**src/rtl/ps2_wasd_receiver.sv**
```systemverilog
`default_nettype none
// ============================================================================
// Module   : ps2_wasd_receiver
// Purpose  : PS/2 keyboard receiver that turns scan-code set 2 make/break
//            sequences into the active-low w/a/s/d movement inputs of the
//            PacMan top level. Receive only: ps2_clk/ps2_data are never driven.
// Revision : 1.0 - initial release
// ----------------------------------------------------------------------------
// Parameters
//   SYNC_STAGES     synchroniser depth on ps2_clk and ps2_data (>= 2)
//   TIMEOUT_CYCLES  clk cycles without a ps2_clk fall before a partial frame
//                   is aborted
// Ports
//   clk         in   system clock, all logic on posedge
//   reset       in   asynchronous, active-low reset
//   ps2_clk     in   PS/2 clock from device (asynchronous, idle high)
//   ps2_data    in   PS/2 data from device (asynchronous, idle high)
//   w, a, s, d  out  active-low key levels, 0 while the key is held
//   key_valid   out  one-cycle pulse, a good frame was received
//   key_code    out  last good byte, held between pulses
//   parity_err  out  one-cycle pulse, frame failed parity or stop check
// Configuration
//   PS2_ARROW_KEYS_EN  when defined, extended arrow codes E0 75/6B/72/74 also
//                      drive w/a/s/d; otherwise extended bytes are ignored.
// ============================================================================
module ps2_wasd_receiver #(
  parameter int SYNC_STAGES    = 2,
  parameter int TIMEOUT_CYCLES = 50000
) (
  input  logic       clk,
  input  logic       reset,
  input  logic       ps2_clk,
  input  logic       ps2_data,
  output logic       w,
  output logic       a,
  output logic       s,
  output logic       d,
  output logic       key_valid,
  output logic [7:0] key_code,
  output logic       parity_err
);

  localparam int c_TO_W = (TIMEOUT_CYCLES > 1) ? $clog2(TIMEOUT_CYCLES + 1) : 1;
  localparam logic [c_TO_W-1:0] c_TO_LAST = c_TO_W'(TIMEOUT_CYCLES - 1);

  localparam logic [7:0] c_BREAK    = 8'hF0;
  localparam logic [7:0] c_EXTENDED = 8'hE0;

  typedef enum logic [1:0] {
    ST_IDLE   = 2'd0,
    ST_DATA   = 2'd1,
    ST_PARITY = 2'd2,
    ST_STOP   = 2'd3
  } state_t;

  // --------------------------------------------------------------------------
  // Synchronisers: reset to 1 so releasing reset never looks like a clk fall.
  // --------------------------------------------------------------------------
  logic [SYNC_STAGES-1:0] r_clk_sync;
  logic [SYNC_STAGES-1:0] r_data_sync;
  logic                   r_clk_prev;
  logic                   w_clk_s;
  logic                   w_data_s;
  logic                   w_fall;

  always_ff @(posedge clk or negedge reset) begin
    if (!reset) begin
      r_clk_sync  <= '1;
      r_data_sync <= '1;
      r_clk_prev  <= 1'b1;
    end else begin
      r_clk_sync  <= {r_clk_sync[SYNC_STAGES-2:0], ps2_clk};
      r_data_sync <= {r_data_sync[SYNC_STAGES-2:0], ps2_data};
      r_clk_prev  <= w_clk_s;
    end
  end

  assign w_clk_s  = r_clk_sync[SYNC_STAGES-1];
  assign w_data_s = r_data_sync[SYNC_STAGES-1];
  assign w_fall   = r_clk_prev & ~w_clk_s;

  // --------------------------------------------------------------------------
  // Frame FSM
  // --------------------------------------------------------------------------
  state_t              r_state;
  state_t              w_state_nxt;
  logic [2:0]          r_bit_cnt;
  logic [2:0]          w_bit_cnt_nxt;
  logic [7:0]          r_shift;
  logic [7:0]          w_shift_nxt;
  logic                r_parity;
  logic                w_parity_nxt;
  logic [c_TO_W-1:0]   r_to_cnt;
  logic [c_TO_W-1:0]   w_to_cnt_nxt;
  logic                w_timeout;
  logic                w_frame_done;
  logic                w_frame_good;

  always_ff @(posedge clk or negedge reset) begin
    if (!reset) begin
      r_state   <= ST_IDLE;
      r_bit_cnt <= 3'd0;
      r_shift   <= 8'h00;
      r_parity  <= 1'b0;
      r_to_cnt  <= '0;
    end else begin
      r_state   <= w_state_nxt;
      r_bit_cnt <= w_bit_cnt_nxt;
      r_shift   <= w_shift_nxt;
      r_parity  <= w_parity_nxt;
      r_to_cnt  <= w_to_cnt_nxt;
    end
  end

  always_comb begin
    w_state_nxt   = r_state;
    w_bit_cnt_nxt = r_bit_cnt;
    w_shift_nxt   = r_shift;
    w_parity_nxt  = r_parity;
    w_to_cnt_nxt  = r_to_cnt;
    w_timeout     = 1'b0;
    w_frame_done  = 1'b0;
    // Odd parity over byte+parity bit, and the stop bit must be high.
    w_frame_good  = (^r_shift ^ r_parity) & w_data_s;

    // The watchdog only runs mid-frame; any fall restarts it.
    if (r_state == ST_IDLE || w_fall) begin
      w_to_cnt_nxt = '0;
    end else if (r_to_cnt == c_TO_LAST) begin
      w_timeout    = 1'b1;
      w_to_cnt_nxt = '0;
      w_state_nxt  = ST_IDLE;
      w_shift_nxt  = 8'h00;
    end else begin
      w_to_cnt_nxt = r_to_cnt + 1'b1;
    end

    if (w_fall) begin
      unique case (r_state)
        ST_IDLE: begin
          // A high level here is a glitch, not a start bit.
          if (!w_data_s) begin
            w_state_nxt   = ST_DATA;
            w_bit_cnt_nxt = 3'd0;
          end
        end
        ST_DATA: begin
          w_shift_nxt   = {w_data_s, r_shift[7:1]};
          w_bit_cnt_nxt = r_bit_cnt + 3'd1;
          if (r_bit_cnt == 3'd7) begin
            w_state_nxt = ST_PARITY;
          end
        end
        ST_PARITY: begin
          w_parity_nxt = w_data_s;
          w_state_nxt  = ST_STOP;
        end
        ST_STOP: begin
          w_frame_done = 1'b1;
          w_state_nxt  = ST_IDLE;
        end
        default: w_state_nxt = ST_IDLE;
      endcase
    end
  end

  // --------------------------------------------------------------------------
  // Scan-code decoder. Keys are stored active-low {w, a, s, d}.
  // --------------------------------------------------------------------------
  logic       r_key_valid;
  logic       w_key_valid_nxt;
  logic       r_parity_err;
  logic       w_parity_err_nxt;
  logic [7:0] r_key_code;
  logic [7:0] w_key_code_nxt;
  logic       r_break;
  logic       w_break_nxt;
  logic       r_ext;
  logic       w_ext_nxt;
  logic [3:0] r_keys;
  logic [3:0] w_keys_nxt;

  always_ff @(posedge clk or negedge reset) begin
    if (!reset) begin
      r_key_valid  <= 1'b0;
      r_parity_err <= 1'b0;
      r_key_code   <= 8'h00;
      r_break      <= 1'b0;
      r_ext        <= 1'b0;
      r_keys       <= 4'hF;
    end else begin
      r_key_valid  <= w_key_valid_nxt;
      r_parity_err <= w_parity_err_nxt;
      r_key_code   <= w_key_code_nxt;
      r_break      <= w_break_nxt;
      r_ext        <= w_ext_nxt;
      r_keys       <= w_keys_nxt;
    end
  end

  always_comb begin
    w_key_valid_nxt  = 1'b0;
    w_parity_err_nxt = 1'b0;
    w_key_code_nxt   = r_key_code;
    w_break_nxt      = r_break;
    w_ext_nxt        = r_ext;
    w_keys_nxt       = r_keys;

    if (w_timeout) begin
      w_break_nxt = 1'b0;
      w_ext_nxt   = 1'b0;
    end

    if (w_frame_done) begin
      if (!w_frame_good) begin
        // Drop any half-seen prefix so the next sequence starts clean.
        w_parity_err_nxt = 1'b1;
        w_break_nxt      = 1'b0;
        w_ext_nxt        = 1'b0;
      end else begin
        w_key_valid_nxt = 1'b1;
        w_key_code_nxt  = r_shift;
        if (r_shift == c_BREAK) begin
          w_break_nxt = 1'b1;
        end else if (r_shift == c_EXTENDED) begin
          w_ext_nxt = 1'b1;
        end else begin
          // A key's level follows the break flag: release drives it back high.
          if (!r_ext) begin
            case (r_shift)
              8'h1D:   w_keys_nxt[3] = r_break;
              8'h1C:   w_keys_nxt[2] = r_break;
              8'h1B:   w_keys_nxt[1] = r_break;
              8'h23:   w_keys_nxt[0] = r_break;
              default: w_keys_nxt    = r_keys;
            endcase
          end
`ifdef PS2_ARROW_KEYS_EN
          else begin
            case (r_shift)
              8'h75:   w_keys_nxt[3] = r_break;
              8'h6B:   w_keys_nxt[2] = r_break;
              8'h72:   w_keys_nxt[1] = r_break;
              8'h74:   w_keys_nxt[0] = r_break;
              default: w_keys_nxt    = r_keys;
            endcase
          end
`endif
          w_break_nxt = 1'b0;
          w_ext_nxt   = 1'b0;
        end
      end
    end
  end

  assign w          = r_keys[3];
  assign a          = r_keys[2];
  assign s          = r_keys[1];
  assign d          = r_keys[0];
  assign key_valid  = r_key_valid;
  assign key_code   = r_key_code;
  assign parity_err = r_parity_err;

endmodule
`default_nettype wire

```
**config.mk**
```make
export PLATFORM = sky130hd
export DESIGN_NAME = ps2_wasd_receiver
export DESIGN_NICKNAME = d
export VERILOG_FILES = /design/src/rtl/ps2_wasd_receiver.sv
export SDC_FILE = /design/constraint.sdc
export NUM_CORES = 1
export LEC_CHECK = 0
export CAP_MARGIN = 20
export CORE_MARGIN = 1
export CORE_UTILIZATION = 55
export DETAILED_ROUTE_END_ITERATION = 16
export GPL_ROUTABILITY_DRIVEN = 0
export PLACE_DENSITY = 0.75
export REMOVE_ABC_BUFFERS = 1
export SYNTH_ARGS = -nofsm -noshare
export SYNTH_HDL_FRONTEND = slang
export SYNTH_SLANG_ARGS = --single-unit
```
**constraint.sdc**
```tcl
create_clock -name clk -period 4.4 [get_ports clk]
set_clock_uncertainty 0.1 [all_clocks]
set_input_delay 0.88 -clock clk [delete_from_list [all_inputs] [get_ports clk]]
set_output_delay 0.88 -clock clk [all_outputs]
set_load 0.02 [all_outputs]
```
Word level (Yosys, flattened, before mapping)
Cells that the tools add are included.
{ "word_totals": {"inputBits": 4, "reg_bits": 51, "wordCells": 81} }
{ "classes": {"mux": 32, "n_bitwise": 7, "n_eq_ne": 12, "reduce_logical": 11, "n_addsub": 2} }
{ "op_table": {"columns": ["op", "count"], "rows": [
  ["two-way mux 16 bit", 2],
  ["two-way mux 8 bit", 4],
  ["equality test 8 x 5 -> 1 bit (second input constant)", 3],
  ["AND reduction 6 bit", 4],
  ["two-way mux 1 bit", 18],
  ["adder 16 x 1 -> 16 bit (second input constant)", 1],
  ["equality test 16 bit (second input constant)", 1],
  ["equality test 8 bit (second input constant)", 2],
  ["two-way mux 2 bit", 5],
  ["equality test 8 x 6 -> 1 bit (second input constant)", 1],
  ["one-hot mux 2 bit (4 select lines)", 1],
  ["parity 8 bit", 1],
  ["one-hot mux 3 bit (2 select lines)", 1],
  ["equality test 2 bit (second input constant)", 2],
  ["NOT 1 bit", 4],
  ["AND reduction 2 bit", 2],
  ["adder 3 x 1 -> 3 bit (second input constant)", 1],
  ["equality test 3 bit (second input constant)", 1],
  ["two-way mux 3 bit", 1],
  ["AND reduction 3 bit", 1],
  ["bitwise AND 1 bit", 2],
  ["equality test 2 x 1 -> 1 bit (second input constant)", 1],
  ["zero test 2 bit", 1],
  ["!= test 2 bit (second input constant)", 1],
  ["3 further kinds", 3]
]} }

Longest topological paths before layout
Gate-level depths: netlist (run 1).
{ "logic_depth": {"depth_word": 9, "depth_mapped": 6, "depth_no_buf": 6} }

Worst setup path after synthesis (run 1)
No wires, ideal clock.
{ "synth_timing": {"path_type": "register to register", "from": "reg r_shift[0]", "to": "reg r_key_code[0] (netlist: key_code[0])", "setup_ns": 0.125, "arrival_ns": 1.881, "required_ns": 4.175, "path_stages_with_launch": 7, "slack_ns": 2.294, "n_path_buf": 0, "synth_period_minus_slack_ns": 2.106, "path_cell_list": "dfrtp_1 inv_1 ha_1 xnor3_1 xnor2_4 nand2_4 mux2_4"} }
{ "synth_between": {"elab_chain_cells": 4} }
{ "synth_lines": {"columns": ["element", "line_no", "rtl"], "rows": [
  ["start, declared", "89", "logic [7:0] r_shift;"],
  ["start signal, assigned", "109", "r_shift <= w_shift_nxt;"],
  ["parity 8 bit", "124", "w_frame_good = (^r_shift ^ r_parity) & w_data_s;"],
  ["bitwise XOR 1 bit", "124", null],
  ["bitwise AND 1 bit", "124", null],
  ["AND reduction 2 bit (no source line)", null, null],
  ["end signal, assigned", "194", "r_key_code <= w_key_code_nxt;"],
  ["end, declared", "174", "logic [7:0] r_key_code;"]
]} }
Parallel ways exist; a longest one is shown, timed or not.
A chain may end at the register's enable or synchronous reset.

Worst setup path after layout (run 1)
{ "layout_timing": {"from": "reg r_keys[3]", "to": "out w"} }
{ "layout_rtl": {"columns": ["element", "line_no", "rtl"], "rows": [
  ["start, declared", "180", "logic [3:0] r_keys;"],
  ["start signal, assigned", "197", "r_keys <= w_keys_nxt;"],
  ["end, declared", "34", "output logic w,"]
]} }
No word-level cell between the ends.

==> results.toml, run 1 <==
[synth]
async_flop_share_pct = 100
synth_top_area_cell = "dfrtp_1"
synthTopCellsByArea = "dfrtp_1, dfstp_2, ha_1"
yosys_warnings = 0
synth_seq_cells = 51
syn_inst = 220
seq_area_frac_synth_pct = 51.8
synth-edff-count = 0
syn-cell-area_mm2 = 0.00249
synth_ff_type = "dfrtp_1"
syn_area_per_cell_um2 = 11.3
synth_top_area_share_pct = 42.3
synthTopCellsByCount = "dfrtp_1, nor2_1, nand2_1"
yosysUniqueCellTypes = 39
synth.most_common_cell = "dfrtp_1"

[timing]
min_period_ns = 2.42
hold_violations = 0
maxSlewViolCount = 0
fin_crit_sh_pct = 55.1
setup_viol = 0
worst_slew_pin_slew_ns = 0.611
timing.slew.headroom_pct = 58.9
worst_slack_ns = 1.98
max_freq_mhz = 413
rsz0062_at_grt = "no"
setup_tns_ns = 0

[pwr]
internal_power_mw = 0.920
power_frac_clock_pct = 20.4
switchingPower_mw = 0.532
swShare_pct = 36.6
seq_power_share_pct = 42.6
leakage_nw = 1.27
ir_drop_mv = 0.383
p_per_area_mw_per_mm2 = 517
p_comb_share_pct = 37.0

[route]
viasPerCell = 5.65
wirelength_um = 4260
drc = 0
num_vias = 1660
dr.pass1.iters = 4
dr.first_iter.drc_count = 114
routedWlPerCell_um = 14.5
ant_nets = 0

[status]
status = "complete, no violations"

[worst_setup_path]
path_class = "reg -> out"
cp_max_fo = 2
critPathTopFamily = "buffers and inverters"
worstPathCellList = "clkdlybuf4s50_1"
critPathCaptureType = "output port"
max_stage_delay_ns = 0.60
cp-start-kind = "register"
critPathBufInv = 1
cp_data_arrival_time_ns = 1.44
crit_slowest_cell = "clkdlybuf4s50_1"
worstPathRequired_ns = 3.42

[cts]
cts_tree = "done"
post_cts_resized = 0
insertion_delay_ns = 0.31
cts_hold_buf = 0
cts-htree-levels = 2
clk_pin_slew_ns = 0.09
cts_inserted_buffers = 5
cts_buffer_depth = 2
cts.sinks = 51
root_buffer = "clkbuf_8"
cts_setup_buffers = 0

[grt]
grt_pass1_vias = 1645
gr-usage-all-layers_pct = 19.6
grt_start_max_net_pins = 52
grt_antenna_before_repair = 0
grt.overflow.total = 0
grt_pass1_wl_um = 7360

[place]
portBuffers = 17
dp_slack_ns = 2.13
hpwl_um = 3000

[cells_and_area]
area_growth_syn_to_layout_pct = 13.0
antennaDiodeCount = 0
drive_gt1_share_pct = 14.9
fillers = 347
nets = 259

[floorplanning]
start_util_pct = 57.1
die_w_um = 69.2
ios = 18
design.die.area_mm2 = 0.00479
fp-row-count = 24
coreArea_mm2 = 0.00435
die_y_um = 69.2

[worst_hold_path]
worst_hold_path_type = "reg -> reg"

[job]
maxCapViolCount = 0
sequential cells by signal (all words and copies together), names as in the netlist:
| name | flops |
|---|---|
| r_ext | 1 |
| r_clk_sync | 2 |
| r_break | 1 |
| r_bit_cnt | 3 |
| r_keys | 4 |
| parity_err | 1 |
| r_state | 2 |
| key_code | 8 |
| r_to_cnt | 16 |
| r_parity | 1 |
| r_data_sync | 2 |
| r_clk_prev | 1 |
| key_valid | 1 |
| r_shift | 8 |
placed cells by master, fill, tap and decap left out, types with 9 or more instances in the layout:
cell	synthesis	layout
nor2_1	22	22
dfrtp_1	42	42
clkdlybuf4s50_1	0	16
dfstp_2	9	9
nand2_1	18	18
xnor2_1	12	12
ha_1	14	14
inv_1	12	12
o22ai_1	9	9
metrics by stage:
step | instance area (µm²) | hold slack (ns) | utilization (%) | power (mW) | instances
2_1_floorplan | 2470 | 0.245 | - | 1.04 | 216
3_3_place_gp | 2710 | 0.246 | 62.1 | 1.14 | 286
3_5_place_dp | 2710 | 0.247 | 62.1 | 1.16 | 286
4_1_cts | 2810 | 0.260 | 64.5 | 1.46 | 294
5_1_grt | 2810 | 0.263 | 64.5 | 1.54 | 294
6_report | 2810 | 0.258 | 64.5 | 1.45 | 294
logic make-up (layout without fill, tap and decap cells):
logic type	Yosys count	count (layout)	synth area share, %
AND/OR/NAND/NOR	83	83	18.0
flip-flops	51	51	51.8
AO/OA/AOI/OAI	28	28	6.95
buffers and inverters	16	38	2.57
XOR/XNOR	15	15	6.59
adder cells (fa/ha/maj)	14	14	7.05
multiplexers	13	13	7.10
metal layers:
layer | track usage [%] | vias up | wire, µm
met2 | 31.6 | 26 | 2010
met3 | 4.94 | 8 | 110
met1 | 24.9 | 811 | 2030
li1 | - | 815 | -
met4 | 8.84 | 0 | 106
met5 | 0 | - | 0
path summary, 6_finish.rpt:
path | from | to | slack (ns) | cells past startpoint
worst max-delay path | r_keys[3]$_DFFE_PN1P_ | w | 1.98 | 1
worst min-delay path | r_clk_sync[0]$_DFF_PN1_ | r_clk_sync[1]$_DFF_PN1_ | 0.26 | 0
worst max register to register | r_shift[6]$_DFF_PN0_ | key_code[6]$_DFFE_PN0P_ | 2.10 | 6
worst min register to register | r_clk_sync[0]$_DFF_PN1_ | r_clk_sync[1]$_DFF_PN1_ | 0.26 | 0
max in group asynchronous | reset | r_to_cnt[8]$_DFF_PN0_ | 3.21 | 2
min in group asynchronous | reset | r_break$_DFF_PN0_ | 0.56 | 2
cell type report:
type	instances	area, µm²	share of cell area, %
Multi-Input combinational cell	153	1130	40.4
Tap cell	52	65.1	2.32
Clock inverter	1	7.51	0.267
Sequential cell	51	1290	45.8
Inverter	12	45.0	1.60
Timing Repair Buffer	18	173	6.15
Clock buffer	7	96.3	3.43
power by group through the flow:
stage	clock, mW	sequential (mW)	combinational, mW
after floorplan	0	0.612	0.431
after global placement	0	0.623	0.515
after detailed placement	0	0.627	0.533
after CTS	0.305	0.618	0.536
after global routing	0.324	0.630	0.587
final	0.297	0.618	0.537
Power figures use the tool's default switching activity.
==> inputs of run 2 (changes only) <==
CORE_UTILIZATION = 52   (was 55)
clock period = 2.1 ns   (was 4.4 ns; I/O delays follow)
==> run 2 against run 1 <==
  * Register-to-register slack worse by 2.1 ns
  * Routed wire length grew 8.6%
  * Non-clock buffer count grew 19
  * Via count up 3.6%
  * Count of clock-buffer cells in the layout grew 1
  * Critical path depth rose by 6
  * Global-route usage increased by 0.83 points
==> results.toml, run 2 (synthesis gave the netlist of run 1 again) <==
[cells_and_area]
largest_register_ff_count = 16
top_register = "r_to_cnt"
most-common-layout-cells = "dfrtp_1, nor2_1, nand2_1"
fillers = 342
area_growth_syn_to_layout_pct = 21.1
nets = 278
final_common_cell = "dfrtp_1"
drive_gt1_share_pct = 22.2
antennaDiodeCount = 0

[cts]
root_buffer = "clkbuf_8"
cts_tree = "done"
cts_inserted_buffers = 5
cts_buffer_depth = 2
insertion_delay_ns = 0.31
cts-htree-levels = 2
cts.sinks = 51
clk_pin_slew_ns = 0.09

[pwr]
p_comb_share_pct = 50.4
total_power_mw = 3.74
seq_power_share_pct = 33.5
ir_drop_mv = 0.921
p_per_area_mw_per_mm2 = 1240
leakage_nw = 1.38
switchingPower_mw = 1.29
internal_power_mw = 2.45
power_frac_clock_pct = 16.2
swShare_pct = 34.5

[route]
num_vias = 1720
dr.first_iter.drc_count = 80
met3WireLength_um = 140
routedWlPerCell_um = 14.8
dr_wl_met2_um = 2400
wirelength_um = 4620
drc = 0
topRoutingLayerUsed = "met4"
ant_nets = 0
drt-met1-wl_um = 1960
dr.pass1.iters = 10
viasPerCell = 5.50

[status]
status = "complete, no violations"

[worst_setup_path]
crit_slowest_cell = "xnor3_2"
worstPathRequired_ns = 2.23
max_stage_delay_ns = 0.46
worstPathCellList = "inv_1 > ha_4 > xnor3_2 > xnor2_4 > buf_6 > nand4_1 > mux2_4"
cp-start-kind = "register"
path_class = "reg -> reg"
cp-startpoint = "r_shift[0]$_DFF_PN0_"
cp_data_arrival_time_ns = 2.22
r2r_start = "r_shift[0]$_DFF_PN0_"
critPathCaptureType = "register"
cp_max_fo = 5

[floorplanning]
fp-row-count = 24
ios = 18
die_w_um = 71.1
coreArea_mm2 = 0.00447
design.die.area_mm2 = 0.00506
die_y_um = 71.1
start_util_pct = 55.6

[timing]
min_period_ns = 2.09
max_freq_mhz = 479
maxSlewViolCount = 0
worst_slew_pin_slew_ns = 0.511
rsz0062_at_grt = "yes"
setup_viol = 0
setup_tns_ns = 0
hold_violations = 0
fin_crit_sh_pct = 99.3
timing.slew.headroom_pct = 65.9

[grt]
grt_start_max_net_pins = 21
grt.overflow.total = 0
grt_pass1_wl_um = 7790
grt_antenna_before_repair = 0
grt_pass1_vias = 1707
gr-usage-all-layers_pct = 20.4

[job]
maxCapViolCount = 0

[place]
portBuffers = 17
hpwl_um = 3310

[worst_hold_path]
min_from = "r_clk_sync[0]$_DFF_PN1_"
worst_hold_path_type = "reg -> reg"
run 2: cell type report:
type | instances | area, µm² | share of cell area (%)
clock buffers | 8 | 100 | 3.33
inverters | 12 | 45.0 | 1.50
well taps | 52 | 65.1 | 2.16
flip-flops and latches | 51 | 1290 | 42.8
repair buffers | 37 | 347 | 11.5
multi-input cells | 153 | 1170 | 38.7
run 2: worst paths after layout:
check / end / slack (ns) / cells after the start
worst max-delay path: r_keys[0]$_DFFE_PN1P_ / 0.01 / 7
worst min-delay path: r_clk_sync[1]$_DFF_PN1_ / 0.26 / 0
worst max register to register: r_keys[0]$_DFFE_PN1P_ / 0.01 / 7
worst min register to register: r_clk_sync[1]$_DFF_PN1_ / 0.26 / 0
max in group asynchronous: r_data_sync[0]$_DFF_PN1_ / 0.79 / 3
min in group asynchronous: key_valid$_DFF_PN0_ / 0.48 / 2
run 2: power groups by stage:
stage	Combinational [mW]	Sequential (mW)	Clock [mW]
floorplan	0.903	1.28	0
detailed placement	1.40	1.27	0
CTS	1.44	1.25	0.626
finish	1.88	1.25	0.605
global placement	1.35	1.26	0
global route	2.05	1.27	0.658
run 2: per-layer routing:
metal,global-route usage [%],vias to the layer above
li1,-,852
met1,24.2,829
met2,35.3,29
met3,4.42,10
met4,9.56,0
met5,0,-
run 2: timing repair:
action | 4_1_cts | 5_1_grt
pin swaps | 1 | 1
setup endpoints to repair | 4 | 4
endpoints found under the hold margin | 17 | 0
setup buffers | 0 | 3
resized for setup | 2 | 5
hold buffers | 1 | 0
run 2: through the flow:
stage / setup WS, ns / instances / utilization [%] / instance area [µm²] / hold WS (ns)
after floorplan: -0.00639 / 216 / - / 2470 / 0.0244
after global placement: 0.0374 / 301 / 63.3 / 2830 / 0.245
after detailed placement: -0.0239 / 301 / 63.3 / 2830 / 0.247
after CTS: 0.0326 / 310 / 65.9 / 2950 / 0.259
after global routing: -0.0515 / 313 / 67.3 / 3010 / 0.263
final: 0.0139 / 313 / 67.3 / 3010 / 0.257
run 2: critical path: cells and delay by family (launching register included):
| kind | cells | cell delay (ns) |
|---|---|---|
| xor gates and xnor gates | 2 | 0.66 |
| DFF | 1 | 0.36 |
| muxes | 1 | 0.31 |
| adders and majority gates | 1 | 0.25 |
| buffers and inverters | 2 | 0.23 |
| and+or+nand+nor | 1 | 0.10 |
